===== src/rtl/collision_engine.sv =====
// Air-hockey collision engine: latches positions on a frame tick, checks paddles one per cycle,
// then resolves goal/paddle/wall. Optional feature macro: COLLISION_SPEEDUP_EN (adds speed output).
module collision_engine #(
  parameter int COORD_W     = 11,
  parameter int FIELD_W     = 100,
  parameter int FIELD_H     = 100,
  parameter int BALL_SIZE   = 4,
  parameter int PADDLE_W    = 4,
  parameter int PADDLE_H    = 40,
  parameter int NUM_PADDLES = 2,
  parameter int GOAL_Y0     = 30,
  parameter int GOAL_H      = 40,
  parameter int SCORE_W     = 4
) (
  input  logic                           clock,
  input  logic                           reset_n,
  input  logic                           enable,
  input  logic                           serve,
  input  logic [COORD_W-1:0]             x_ball,
  input  logic [COORD_W-1:0]             y_ball,
  input  logic [NUM_PADDLES*COORD_W-1:0] x_paddles,
  input  logic [NUM_PADDLES*COORD_W-1:0] y_paddles,
  output logic                           horizontal,
  output logic                           vertical,
  output logic                           busy,
  output logic                           done,
  output logic                           hit_paddle,
  output logic                           goal_left,
  output logic                           goal_right,
  output logic [SCORE_W-1:0]             score_left,
  output logic [SCORE_W-1:0]             score_right
`ifdef COLLISION_SPEEDUP_EN
  ,
  output logic [2:0]                     speed
`endif
);
  localparam int IW  = (NUM_PADDLES > 1) ? $clog2(NUM_PADDLES) : 1;
  localparam int CW1 = COORD_W + 1;

  typedef enum logic [2:0] {S_IDLE, S_LATCH, S_PADDLE, S_UPDATE, S_GOAL} state_t;

  state_t             state;
  logic [COORD_W-1:0] xb, yb;
  logic [COORD_W-1:0] px_a [NUM_PADDLES];
  logic [COORD_W-1:0] py_a [NUM_PADDLES];
  logic [IW-1:0]      idx;
  logic               hit, hit_dir, goal_side;

  // All geometry is compared one bit wider so paddle/ball extents never wrap.
  logic [CW1-1:0] xb_e, yb_e, px_e, py_e;
  logic           cand, cand_dir, wl, wr, wt, wbot, in_mouth, gl, gr, last;

  always_comb begin
    xb_e     = {1'b0, xb};
    yb_e     = {1'b0, yb};
    px_e     = {1'b0, px_a[idx]};
    py_e     = {1'b0, py_a[idx]};
    cand     = (px_e <= xb_e) && (xb_e <= px_e + CW1'(PADDLE_W)) &&
               (py_e <= yb_e) && (yb_e <= py_e + CW1'(PADDLE_H));
    cand_dir = (xb_e + CW1'(BALL_SIZE / 2)) >= (px_e + CW1'(PADDLE_W / 2));
    wl       = (xb == '0);
    wr       = (xb_e + CW1'(BALL_SIZE)) == CW1'(FIELD_W - 1);
    wt       = (yb == '0);
    wbot     = (yb_e + CW1'(BALL_SIZE)) == CW1'(FIELD_H - 1);
    in_mouth = (yb_e >= CW1'(GOAL_Y0)) && (yb_e < CW1'(GOAL_Y0 + GOAL_H));
    gl       = wl && in_mouth;
    gr       = wr && in_mouth && !gl;
    last     = (idx == IW'(NUM_PADDLES - 1));
  end

  always_ff @(posedge clock or negedge reset_n) begin
    if (!reset_n) begin
      state       <= S_IDLE;
      xb          <= '0;
      yb          <= '0;
      for (int i = 0; i < NUM_PADDLES; i++) begin
        px_a[i] <= '0;
        py_a[i] <= '0;
      end
      idx         <= '0;
      hit         <= 1'b0;
      hit_dir     <= 1'b0;
      goal_side   <= 1'b0;
      horizontal  <= 1'b0;
      vertical    <= 1'b1;
      busy        <= 1'b0;
      done        <= 1'b0;
      hit_paddle  <= 1'b0;
      goal_left   <= 1'b0;
      goal_right  <= 1'b0;
      score_left  <= '0;
      score_right <= '0;
`ifdef COLLISION_SPEEDUP_EN
      speed       <= '0;
`endif
    end else begin
      done       <= 1'b0;
      hit_paddle <= 1'b0;
      goal_left  <= 1'b0;
      goal_right <= 1'b0;
      case (state)
        S_IDLE: if (enable) begin
          state <= S_LATCH;
          busy  <= 1'b1;
        end
        S_LATCH: begin
          xb <= x_ball;
          yb <= y_ball;
          for (int i = 0; i < NUM_PADDLES; i++) begin
            px_a[i] <= x_paddles[i*COORD_W +: COORD_W];
            py_a[i] <= y_paddles[i*COORD_W +: COORD_W];
          end
          idx   <= '0;
          hit   <= 1'b0;
          state <= S_PADDLE;
        end
        S_PADDLE: begin
          // First hitting paddle wins; later ones are ignored.
          if (!hit && cand) begin
            hit     <= 1'b1;
            hit_dir <= cand_dir;
          end
          if (last) state <= S_UPDATE;
          else      idx   <= idx + 1'b1;
        end
        S_UPDATE: begin
          done <= 1'b1;
          if (gl || gr) begin
            goal_left  <= gl;
            goal_right <= gr;
            goal_side  <= gl;
            if (gl && score_right != '1) score_right <= score_right + 1'b1;
            if (gr && score_left  != '1) score_left  <= score_left  + 1'b1;
            state <= S_GOAL;
          end else begin
            busy       <= 1'b0;
            hit_paddle <= hit;
            state      <= S_IDLE;
            if (hit) begin
              horizontal <= hit_dir;
`ifdef COLLISION_SPEEDUP_EN
              if (speed != 3'd7) speed <= speed + 3'd1;
`endif
            end else if (wl) horizontal <= 1'b1;
            else if (wr)     horizontal <= 1'b0;
            if (wt)        vertical <= 1'b0;
            else if (wbot) vertical <= 1'b1;
          end
        end
        S_GOAL: if (serve) begin
          horizontal <= !goal_side;
          vertical   <= 1'b1;
          busy       <= 1'b0;
          state      <= S_IDLE;
`ifdef COLLISION_SPEEDUP_EN
          speed      <= '0;
`endif
        end
        default: state <= S_IDLE;
      endcase
    end
  end
endmodule


===== config.mk =====
export PLATFORM = sky130hd
export DESIGN_NAME = collision_engine
export DESIGN_NICKNAME = d
export VERILOG_FILES = /design/src/rtl/collision_engine.sv
export SDC_FILE = /design/constraint.sdc
export NUM_CORES = 1
export LEC_CHECK = 0
export ABC_AREA = 1
export CAP_MARGIN = 5
export CORE_MARGIN = 2
export CORE_UTILIZATION = 39
export DETAILED_ROUTE_END_ITERATION = 8
export GPL_ROUTABILITY_DRIVEN = 0
export PLACE_DENSITY_LB_ADDON = 0.1
export SETUP_SLACK_MARGIN = 0.5
export SYNTH_ARGS = -nofsm -noshare
export SYNTH_HDL_FRONTEND = slang
export SYNTH_SLANG_ARGS = --single-unit

===== constraint.sdc =====
create_clock -name clock -period 2.8 [get_ports clock]
set_input_delay 0.56 -clock clock [delete_from_list [all_inputs] [get_ports clock]]
set_output_delay 0.56 -clock clock [all_outputs]
set_load 0.02 [all_outputs]

# Yosys cells after proc, flatten, opt, wreduce, memory -nomap -nowiden

Cells that the tools add are included.

Flip-flop bits (word level): 88

Add/subtract/negate cells: 9
Order comparisons: 8
Equality and inequality tests: 15
Mux-type cells: 37
Bitwise gates (word level): 1
Reduce and logical (&&, ||, !) cells: 29

Operator list:

| kind                    | count |
|---|---|
| $mux W11                | 6 |
| $add A11 B3 Y12 const B | 3 |
| $add A11 B2 Y12 const B | 2 |
| $eq A12 B7 Y1 const B   | 2 |
| $le A11 B12 Y1          | 2 |
| $le A11 B11 Y1          | 2 |
| $logic_not A11 Y1       | 2 |
| $mux W1                 | 21 |
| $pmux W3 S5             | 1 |
| $add A11 B6 Y12 const B | 1 |
| $ge A12 B12 Y1          | 1 |
| $mux W3                 | 4 |
| $ne A4 B4 Y1 const B    | 3 |
| $reduce_and A4 Y1       | 3 |
| $ge A11 B5 Y1 const B   | 1 |
| $lt A11 B7 Y1 const B   | 1 |
| $logic_and A1 B1 Y1     | 10 |
| $ne A2 B2 Y1 const B    | 5 |
| $reduce_and A3 Y1       | 3 |
| $add A4 B1 Y4 const B   | 2 |
| $pmux W1 S2             | 4 |
| $eq A3 B2 Y1 const B    | 2 |
| $reduce_and A2 Y1       | 3 |
| $reduce_bool A2 Y1      | 2 |
| other kinds (11)        | 13 |

# Depth between registers and ports, before layout

Depth in word-level cells: 12
Gate-level depth with buffers: 24
Mapped depth without buffers: 23

# Worst setup path after synthesis

No wires, ideal clock.

Kind: register to register
From: reg idx
To: reg hit_dir
Setup time: 0.117 ns
Data arrival time: 2.466 ns
Required time: 2.683 ns
Setup slack: 0.217 ns
Cell stages (with the launch flop): 20
Clock period less this slack: 2.583 ns
Cell sequence: dfrtp_1 -> inv_2 -> buf_6 -> nand2_1 -> nand2_1 -> ha_1 -> inv_1 -> nor2_2 -> nand4_1 -> xor2_1 -> ha_1 -> nand3_1 -> nor3_1 -> nand3_1 -> nand2_1 -> nor2_1 -> nor2_2 -> nand2_1 -> nand2_1 -> nand2_1

Longest elaborated chain between the ends: 11
Elaborated cells on any way between the ends: 20
Classes of those cells: 3 x add/sub; 5 x order compare; 6 x mux; 1 x bitwise; 5 x reduce/logical

RTL lines:

| what                                         | RTL line | text |
|---|---|---|
| start: declaration                           | 46       | `logic [IW-1:0] idx;` |
| start signal: assignment                     | 124      | `else idx <= idx + 1'b1;` |
| $not A1 Y2 (not written as such) (*)         | 56, 57   |  |
| $mux W11 (not written as such) (3 in series) | 56       | `px_e = {1'b0, px_a[idx]};` |
| $add A11 B3 Y12                              | 58       | `cand = (px_e <= xb_e) && (xb_e <= px_e + CW1'(PADDLE_W)) &&` |
| $le A11 B12 Y1                               | 58       |  |
| $logic_and A1 B1 Y1 (2 in series)            | 58       |  |
| $logic_and A1 B1 Y1                          | 59       | `(py_e <= yb_e) && (yb_e <= py_e + CW1'(PADDLE_H));` |
| $logic_and A1 B1 Y1                          | 119      | `if (!hit && cand) begin` |
| $reduce_and A2 Y1 (no source line)           | n/a      |  |
| end signal: assignment                       | 121      | `hit_dir <= cand_dir;` |
| end: declaration                             | 47       | `logic hit, hit_dir, goal_side;` |

Every way passes the cells marked *; elsewhere a longest branch is shown, timed or not. The select of a mux whose other input is x is not followed.
A chain may end at the register's enable or synchronous reset.

# Worst setup path in the final report

Same ends and word-level chain as after synthesis.

==> impl_metrics.ini <==
[floorplan]
rows = 44
start_util = 0.3992
die_w_um = 126.0
core_area_mm2 = 0.01453
die_height_um = 126.0
fp.dieArea_mm2 = 0.01587
io_pins = 85

[synth]
ys_seq_area_frac = 0.3798
synthSimpleGateAreaFrac = 0.3080
synth_cell_types = 36
ys_seq_elements = 88
synth_top_area_frac = 0.3752
yosys-top-cells-count = 309 x nand2_1, 87 x dfrtp_1, 68 x inv_1, 61 x ha_1, 41 x nor2_1
yosys.area_share.xor_xnor = 0.04982
yosysMostFrequentCell = nand2_1
synth_cells = 776
syn-cell-area_mm2 = 0.005802
synth_compound_area_frac = 0.06621
synth_top_family_by_area = simple AND/OR/NAND/NOR gates
yosys_most_used_dff = dfrtp_1
syn_area_per_cell_um2 = 7.477
synthAdderAreaFrac = 0.1316
yosys.area.top_type = dfrtp_1
syn-num-nets = 907
ys_top_cells_by_area = dfrtp_1 38%, nand2_1 20%, ha_1 13%
synth_mux_area_frac = 0
ys_warn_count = 0
ys_async_sr_fraction = 1.000
synth_edf_count = 0

[cells_and_area]
antenna_cells = 0
syn2layout_area_growth_pct = 31.66
drive_gt1_frac = 0.1347
fillCellCount = 1453
nets = 1024

[placement]
portBuffers = 84
dp_hpwl_mm = 11.13
post-place-ws_ns = 0.01837

[clocking]
clk_path_buf_depth = 2
worstSkewPairLatency_ns = 0.35
clk_pin_slew_ns = 0.06
cts.sinks = 88
cts_root_buf = clkbuf_16
cts_tree = built
cts_made_buffers = 9
hold_buffers = 0
htreeDepth = 3

[global_routing]
grt_max_degree = 91
grt_overflow_total = 0
antenna_found_initial = 0
grt_pass1_vias = 5257
grt_usage = 0.1953
grt_pass1_wl_mm = 25.27

[setup_path]
crit_fanout = 4
cp_common_cell = nand2_1
critPathArrivalTime_ns = 2.91
slowest_stage = dfrtp_2
worst-path-buf-inv = 3
timing.rr.start = idx
rrSetupSlack_ns = 0.13
crit_required_ns = 3.04
criticalPathCategory = reg -> reg
path_depth = 19
reg2reg_depth = 19
crit_chain = clkinvlp_4 > buf_6 > nand2_4 > nand2_8 > ha_4 > inv_2 > nor2_4 > nand4_1 > xor2_1 > ha_1 > nand3_2 > nor3_4 > nand3_1 > nand2_1 > nor2_1 > nor2_2 > nand2_1 > nand2_1 > nand2_1
cp_top_family = simple AND/OR/NAND/NOR gates
reg2reg_to = hit_dir
slowest_delay_ns = 0.47
crit_path_end = hit_dir
crit_path_start = idx
critical_path.endpoint_type = flop
cp-start-kind = flop

[timing]
min_period_over_period = 0.9550
max_slew_margin = 0.5252
tns_ns = 0
fin_ws_ns = 0.1261
hold_viol_final = 0
finalCriticalPeriod_ns = 2.674
fin_skew_ns = 0.006703
fmaxAchievable_mhz = 374.0
worstMarginPinSlew_ns = 0.7112
grt_setup_unrepaired = true
setup_viol = 0
finalMaxSlewViolations = 0

[power]
pwr_density_cell_mw_per_mm2 = 1231
internal_power_mw = 4.934
ir_drop_mv = 0.4666
p_sw_mw = 4.472
swShare = 0.4754
p_comb_frac = 0.630
p_seq_frac = 0.242
leakage_nw = 3.824
clockPowerShare = 0.128

[drt]
wirelength_mm = 14.85
first_pass_iters = 4
post_drt_wl_per_cell_um = 13.73
drtAntennaViolNets = 0
drc = 0
vias_per_cell = 4.846
drt_iter0_drc = 287
via_count = 5243

[flow_run]
cap_violations = 0

[min_path]
hold_path.class = in -> async

[status]
outcome = finished clean
[metal layers]
layer | track usage | vias to the layer above | share of wire
met5 | 0 | - | 0
met4 | 0.05559 | 0 | 0.013
met3 | 0.03144 | 18 | 0.042
met2 | 0.3134 | 97 | 0.46
met1 | 0.2740 | 2426 | 0.49
li1 | - | 2702 | -
[worst reg2reg max path: stages (launching register included)]
cell        delay [ns]
dfrtp_2           0.47
clkinvlp_4        0.14
buf_6             0.12
nand2_4           0.06
nand2_8           0.08
ha_4              0.13
inv_2             0.04
nor2_4            0.08
nand4_1           0.13
xor2_1            0.20
ha_1              0.32
nand3_2           0.10
nor3_4            0.18
nand3_1           0.09
nand2_1           0.07
nor2_1            0.05
nor2_2            0.14
nand2_1           0.08
nand2_1           0.07
nand2_1           0.04
[metrics by stage]
step | area (µm²) | util | std cells | hold WS, ns | power, mW
2_1_floorplan | 5853 | - | 776 | 0.2644 | 5.977
3_3_place_gp | 6903 | 0.4749 | 1034 | 0.4503 | 7.228
3_5_place_dp | 6903 | 0.4749 | 1034 | 0.4522 | 7.386
4_1_cts | 7440 | 0.5119 | 1069 | 0.1515 | 9.045
5_1_grt | 7639 | 0.5256 | 1082 | 0.1613 | 10.43
6_report | 7639 | 0.5256 | 1082 | 0.1400 | 9.406
[kinds of logic (layout without fill, tap and decap cells)]
family / count (synthesis) / count (layout)
AOI/OAI and AO/OA: 71 / 71
xor gates and xnor gates: 33 / 33
adders and majority gates: 61 / 61
buffers and inverters: 94 / 216
DFF: 88 / 88
and+or+nand+nor: 429 / 429
[timing repair]
| action | 4_1_cts | 5_1_grt |
|---|---|---|
| gates resized for setup | 26 | 23 |
| setup buffers | 17 | 13 |
| setup endpoints to repair | 2 | 2 |
| pin swaps | 24 | 16 |
| cloned | 2 | 0 |
[sequential cells by signal, indices dropped and copies added (netlist names), 3 cells and up]
| name | count |
|---|---|
| state | 3 |
| xb | 11 |
| score_right | 4 |
| py_a | 22 |
| px_a | 22 |
| yb | 11 |
| score_left | 4 |
[cell usage in the layout, fill, tap and decap left out, drive strengths merged]
master,Yosys,routed
nand4,9,9
nand3,36,36
clkinvlp,0,2
or2,5,5
nor4,4,4
xor2,19,19
ha,61,61
buf,4,39
xnor2,14,14
inv,76,75
dfstp,1,1
nand2,319,319
o31ai,1,1
a21o,2,2
bufinv,0,1
o211ai,2,2
a211oi,2,2
a21oi,20,20
o21a,2,2
nor3,10,10
nor2,46,46
o21bai,1,1
dfrtp,87,87
clkbuf,13,13
clkdlybuf4s50,0,83
o21ai,41,41
clkinv,1,3
[worst min-delay path by stage]
| stage | endpoint | from | cells after the start |
|---|---|---|---|
| 2_1_floorplan | busy | reset_n | 0 |
| 3_3_place_gp | px_a[11] | px_a[11] | 2 |
| 3_5_place_dp | py_a[2] | py_a[2] | 2 |
| 4_1_cts | px_a[2] | reset_n | 1 |
| 5_1_grt | px_a[2] | reset_n | 1 |
| 6_report | px_a[4] | reset_n | 1 |
[power by group through the flow]
stage                     clock [mW]  combinational [mW]  sequential (mW)
after floorplan                    0                3.85             2.13
after global placement             0                4.97             2.25
after detailed placement           0                5.13             2.26
after CTS                       1.24                5.55             2.26
after global routing            1.30                6.78             2.34
final                           1.20                5.93             2.28
[final cells by class]
type,count,area (µm²),area share
clock inverter,3,42.54,0.005569
sequential,88,2205,0.2886
inverter,77,294.0,0.03849
timing repair buffer,122,1189,0.1556
timing repair inverter,1,7.507,0.0009828
clock buffer,13,250.2,0.03276
tap,184,230.2,0.03014
multi-input combinational,594,3421,0.4478
(Power assumes the default switching activity.)
